===== config.mk =====
export PLATFORM = sky130hd
export DESIGN_NAME = d_74ls148_irq_encoder_flat
export DESIGN_NICKNAME = d
export VERILOG_FILES = /design/src/rtl/d_74ls148_pkg.sv /design/src/rtl/d_74ls148_if.sv /design/src/rtl/d_74ls148_prio.sv /design/src/rtl/d_74ls148_irq_encoder.sv /design/src/flat_wrapper.sv
export SDC_FILE = /design/constraint.sdc
export NUM_CORES = 1
export LEC_CHECK = 0
export BUFFER_PORTS_ARGS = -buffer_cell sky130_fd_sc_hd__buf_2
export CORE_ASPECT_RATIO = 0.8
export CORE_MARGIN = 2
export CORE_UTILIZATION = 45
export CTS_CLUSTER_SIZE = 28
export DETAILED_ROUTE_END_ITERATION = 6
export PLACE_DENSITY_LB_ADDON = 0.08
export REMOVE_ABC_BUFFERS = 1
export SLEW_MARGIN = 20
export SYNTH_ARGS = -nofsm -noshare
export SYNTH_HDL_FRONTEND = slang
export SYNTH_SLANG_ARGS = --single-unit

===== constraint.sdc =====
create_clock -name clk -period 2.6 [get_ports clk]
set_input_delay 0.13 -clock clk [delete_from_list [all_inputs] [get_ports clk]]
set_output_delay 0.13 -clock clk [all_outputs]
set_load 0.03 [all_outputs]

===== src/rtl/d_74ls148_pkg.sv =====
// Shared types, widths and helpers for the 74LS148-style interrupt encoder.
package d_74ls148_pkg;

    localparam int N_REQ  = 8;
    localparam int CODE_W = 3;

    // Code output value when nothing is being presented (active-low "no index").
    localparam logic [CODE_W-1:0] A_IDLE = 3'b111;

    typedef enum logic {IDLE, HOLD} enc_state_t;

    // One-hot mask for a request index, used to clear the acknowledged bit.
    function automatic logic [N_REQ-1:0] onehot(input logic [CODE_W-1:0] code);
        logic [N_REQ-1:0] mask;
        mask       = '0;
        mask[code] = 1'b1;
        return mask;
    endfunction

endpackage


===== src/rtl/d_74ls148_if.sv =====
// Request/code bus between request sources, the encoder and its consumer.
// Pin semantics follow the 74LS148: EI, I, A, GS and EO are active-low.
interface d_74ls148_if;
    import d_74ls148_pkg::*;

    logic              EI;
    logic [N_REQ-1:0]  I;
    logic              ack;
    logic [CODE_W-1:0] A;
    logic              GS;
    logic              EO;

    // Controller side: drives requests/enable/ack and observes the code.
    modport master (output EI, I, ack, input A, GS, EO);
    // Encoder side.
    modport slave  (input EI, I, ack, output A, GS, EO);
endinterface


===== src/rtl/d_74ls148_prio.sv =====
// Combinational 8-to-3 priority encoder; the highest set index wins.
module d_74ls148_prio
    import d_74ls148_pkg::*;
(
    input  logic [N_REQ-1:0]  req,
    output logic [CODE_W-1:0] idx,
    output logic              any
);

    logic [N_REQ-1:0] win;

    // A bit wins only when no higher-indexed bit is set.
    for (genvar gi = 0; gi < N_REQ; gi++) begin : g_win
        if (gi == N_REQ - 1) begin : g_top
            assign win[gi] = req[gi];
        end else begin : g_rest
            assign win[gi] = req[gi] & ~(|req[N_REQ-1:gi+1]);
        end
    end

    // At most one win bit is set, so OR-ing the indices yields that index.
    always_comb begin
        idx = '0;
        for (int i = 0; i < N_REQ; i++) begin
            if (win[i]) begin
                idx = idx | CODE_W'(i);
            end
        end
    end

    assign any = |req;

endmodule


===== src/rtl/d_74ls148_irq_encoder.sv =====
// Registered priority encoder with sticky pending requests and a code that
// is held frozen until the consumer acknowledges it.
module d_74ls148_irq_encoder
    import d_74ls148_pkg::*;
#(
    parameter bit STICKY = 1'b1
)(
    input  logic          clk,
    input  logic          rst,
    d_74ls148_if.slave    bus
);

    enc_state_t        state_reg, state_next;
    logic [N_REQ-1:0]  pend_reg, pend_next;
    logic [N_REQ-1:0]  clr;
    logic [CODE_W-1:0] code_reg, code_next;
    logic [CODE_W-1:0] a_reg, a_next;
    logic              gs_reg, gs_next;
    logic              eo_reg, eo_next;
    logic [CODE_W-1:0] prio_idx;
    logic              prio_any;

    // Pending update: new requests OR'd in after the ack clear, so a bit
    // that is both requested and acknowledged in one cycle stays pending.
    always_comb begin
        clr = '0;
        if (state_reg == HOLD && bus.ack) begin
            clr = onehot(code_reg);
        end
        if (bus.EI) begin
            pend_next = pend_reg;
        end else if (STICKY) begin
            pend_next = (pend_reg & ~clr) | ~bus.I;
        end else begin
            pend_next = ~bus.I;
        end
    end

    d_74ls148_prio u_prio (
        .req (pend_next),
        .idx (prio_idx),
        .any (prio_any)
    );

    // FSM next state and output values; outputs are derived from the
    // next state so they line up with the state register.
    always_comb begin
        state_next = state_reg;
        code_next  = code_reg;
        if (bus.EI) begin
            state_next = IDLE;
        end else if (state_reg == IDLE) begin
            if (prio_any) begin
                state_next = HOLD;
                code_next  = prio_idx;
            end
        end else if (bus.ack) begin
            state_next = IDLE;
        end

        a_next  = A_IDLE;
        gs_next = 1'b1;
        eo_next = 1'b1;
        if (state_next == HOLD) begin
            a_next  = ~code_next;
            gs_next = 1'b0;
        end else if (!bus.EI && !prio_any) begin
            eo_next = 1'b0;
        end
    end

    // State, pending and output registers with synchronous reset.
    always_ff @(posedge clk) begin
        if (rst) begin
            state_reg <= IDLE;
            pend_reg  <= '0;
            code_reg  <= '0;
            a_reg     <= A_IDLE;
            gs_reg    <= 1'b1;
            eo_reg    <= 1'b1;
        end else begin
            state_reg <= state_next;
            pend_reg  <= pend_next;
            code_reg  <= code_next;
            a_reg     <= a_next;
            gs_reg    <= gs_next;
            eo_reg    <= eo_next;
        end
    end

    assign bus.A  = a_reg;
    assign bus.GS = gs_reg;
    assign bus.EO = eo_reg;

endmodule


===== src/flat_wrapper.sv =====
// flat-port wrapper written by rule: the top's interface ports become plain ports
module d_74ls148_irq_encoder_flat import d_74ls148_pkg::*;
#(
    parameter bit STICKY = 1'b1
)
  (clk, rst, bus_EI, bus_I, bus_ack, bus_A, bus_GS, bus_EO);
  d_74ls148_if bus_i ();
  input  logic clk;
  input  logic rst;
  input wire logic [$bits(bus_i.EI)-1:0] bus_EI;
  input wire logic [$bits(bus_i.I)-1:0] bus_I;
  input wire logic [$bits(bus_i.ack)-1:0] bus_ack;
  output wire logic [$bits(bus_i.A)-1:0] bus_A;
  output wire logic [$bits(bus_i.GS)-1:0] bus_GS;
  output wire logic [$bits(bus_i.EO)-1:0] bus_EO;
  assign bus_i.EI = bus_EI;
  assign bus_i.I = bus_I;
  assign bus_i.ack = bus_ack;
  assign bus_A = bus_i.A;
  assign bus_GS = bus_i.GS;
  assign bus_EO = bus_i.EO;
  d_74ls148_irq_encoder #(.STICKY(STICKY)) u_core (.clk(clk), .rst(rst), .bus(bus_i));
endmodule

==> impl_metrics.ini <==
[drt]
number_of_violations_reported_at_the_end_of_detailed_routing_iteration_0 = 16
wire_per_inst_um = 13.79
route.final.wire_length_um = 1930
drtPass1Iterations = 6
antenna_left = 0
met3WireLength_um = 142
drcViolationCount = 0
highest_layer = met4
detailroute.via_count = 793
post_drt_via_cell_ratio = 5.664
dr_wl_met2_um = 819
wl_met1_um = 955

[power_and_ir_drop]
seq_power_share_pct = 52.9
combinational_power_share_pct = 22.6
netSwitchingFraction_pct = 30.83
max_rail_drop_vdd_mv = 0.4143
p_leak_nw = 0.4075
report.power.total_w = 0.0005750
switchingPower_w = 0.0001773
pwr-share-clk_pct = 24.5
internal_power_summed_over_all_cells_w = 0.0003977
power.density_cell_area_nw_per_um2 = 575.2

[sta]
clock.fmax_ghz = 0.4712
final.min_clock_period_ns = 2.122
post-route-period-util_pct = 81.63
slew_viol_final = 0
tns_ns = 0
worst_slew_margin_rel_pct = 71.97
fin_worst_hold_slack_ns = 0.1544
worst_pin_slew_ns = 0.4204
setup_viol = 0
worst_clock_skew_ns = 0.005633
unrepaired_setup_endpoints_after_global_routing = no
report.final.hold_viol_count = 0

[layout]
n_antenna_cell = 0
area_delta_synth_final_pct = 13.98
most_common_library_cell_in_the_layout_ignoring_fill_and_taps = dfxtp_1
most-common-layout-cells = dfxtp_1, buf_2, nor2_1
layout-drive-gt1-share_pct = 25.86
nets = 129

[logic_synthesis]
seq_area_frac_synth_pct = 38.80
synth.distinct_cells = 34
syn_inst = 98
share_of_flip_flops_with_an_asynchronous_set_or_reset_pct = 0
post_synthesis_cell_area_um2 = 877.1
synth_seq_cells = 17
count_of_flip_flops_with_a_built_in_enable_after_synthesis = 0
yosys_most_used_dff = dfxtp_1
number_of_warnings_reported_in_the_yosys_synthesis_log = 0
synth.avg_cell_area_um2 = 8.950

[floorplan]
top_level_ports = 17
floorplan.die.width_um = 53.36
design.core.area_um2 = 1857
initial_utilization_pct = 47.24
dieHeight_um = 43.49
die_area_um2 = 2320
std_cell_rows = 14

[outcome]
outcome = complete, no violations

[critical_path]
worstPathBufferInverterCount = 0
crit_type = reg -> reg
cp_slowest_stage_delay_ns = 0.51
startpoint_type = flop
critical-path-slowest-cell = dfxtp_1
cp.required_ns = 2.85
worst_setup_slack_for_register_to_register_paths_ns = 0.48
worst_setup_path_end_kind = flop
worst-endpoint-arrival_ns = 2.37
timing.critical_path.fanout_max = 7
timing.critical_path.cells = nand4bb_2 > a221oi_1 > nand4bb_1 > o311a_1 > a21bo_1
critical_path.top_delay_family = compound AO/OA/AOI/OAI gates

[global_route]
first_pass_grt_wire_length_um = 3422
via_count_of_the_first_global_routing_pass = 755
grt_antenna_before_repair = 0
globalRouteOverflowTotal = 0
grt_max_degree = 15
globalRouteTotalUtil_pct = 20.13

[clock_tree]
cts_inserted_buffers = 3
clk_pin_slew_ns = 0.10
tritoncts_clock_tree = built
cts_resized = 0
cts.repair_timing.setup_buffer_count = 0
clock-root-buffer = clkbuf_4
cts_max_level = 1
insertion_delay_ns = 0.29
holdBufCountCts = 0
cts.sink_count = 17
cts-root-to-sink-buffers = 2

[placed_design]
port-buffer-count = 16
gp_congestion = 0.7860
dp.final_hpwl_um = 1442

[run]
max_cap_violation_count = 0

[hold_path]
hold_class = in -> reg
[layer usage]
layer | GRT usage [%] | vias to the layer above
met1 | 28.02 | 373
met4 | 5.128 | 0
met2 | 29.38 | 19
li1 | - | 399
met5 | 0 | -
met3 | 7.586 | 2
[cell type report]
class / instances / area (µm²)
multi-input cells: 76 / 510.5
flip-flops and latches: 17 / 340.3
well taps: 24 / 30.03
inverters: 3 / 11.26
clock buffers: 3 / 22.52
fillers: 194 / 857.1
repair buffers: 16 / 80.08
clock inverters: 1 / 5.005
[Yosys cell counts, types with 2 or more instances]
cell type	n	area, µm²
dfxtp_1	17	340.3
nor2_1	14	52.55
a21oi_1	11	55.05
nand2_1	9	33.78
a21boi_0	4	30.03
o21a_1	4	30.03
inv_1	3	11.26
o21ai_0	3	15.01
or2_1	3	18.77
or2_2	3	18.77
a21bo_1	2	20.02
a221oi_2	2	30.03
nand2b_1	2	12.51
[final timing paths]
check,depth (start not counted),to,from
setup / recovery,5,u_core.bus.A[2],u_core.state_reg
hold / removal,2,u_core.pend_reg[6],rst
setup reg to reg,5,u_core.bus.A[2],u_core.state_reg
hold reg to reg,2,u_core.pend_reg[0],u_core.pend_reg[0]
[worst reg2reg max path: stages, from the launching register on]
cell and delay [ns]:
dfxtp_1 0.51, nand4bb_2 0.26, a221oi_1 0.45, nand4bb_1 0.25, o311a_1 0.41, a21bo_1 0.19
[logic make-up after synthesis]
| logic type | after synthesis | share of synthesized area (%) |
|---|---|---|
| AND/OR/NAND/NOR | 39 | 25.96 |
| AO/OA/AOI/OAI | 37 | 32.24 |
| flip-flops | 17 | 38.80 |
| buffers and inverters | 5 | 2.995 |
[through the flow]
step | util, % | cells | cell area [µm²] | worst slack [ns]
4_1_cts | 53.84 | 140 | 999.7 | 0.4907
5_1_grt | 53.84 | 140 | 999.7 | 0.2794
3_3_place_gp | 52.36 | 136 | 972.2 | 0.5351
3_5_place_dp | 52.36 | 136 | 972.2 | 0.5163
6_report | 53.84 | 140 | 999.7 | 0.4775
2_1_floorplan | - | 96 | 862.1 | 0.7930
[power by group through the flow]
stage	Sequential (W)	Combinational, W	Clock [W]
floorplan	0.000311	0.0000899	0
global placement	0.000309	0.000130	0
detailed placement	0.000310	0.000130	0
CTS	0.000304	0.000131	0.000149
global route	0.000308	0.000147	0.000158
finish	0.000304	0.000130	0.000141
No activity file was read; power rests on OpenSTA's default activity.
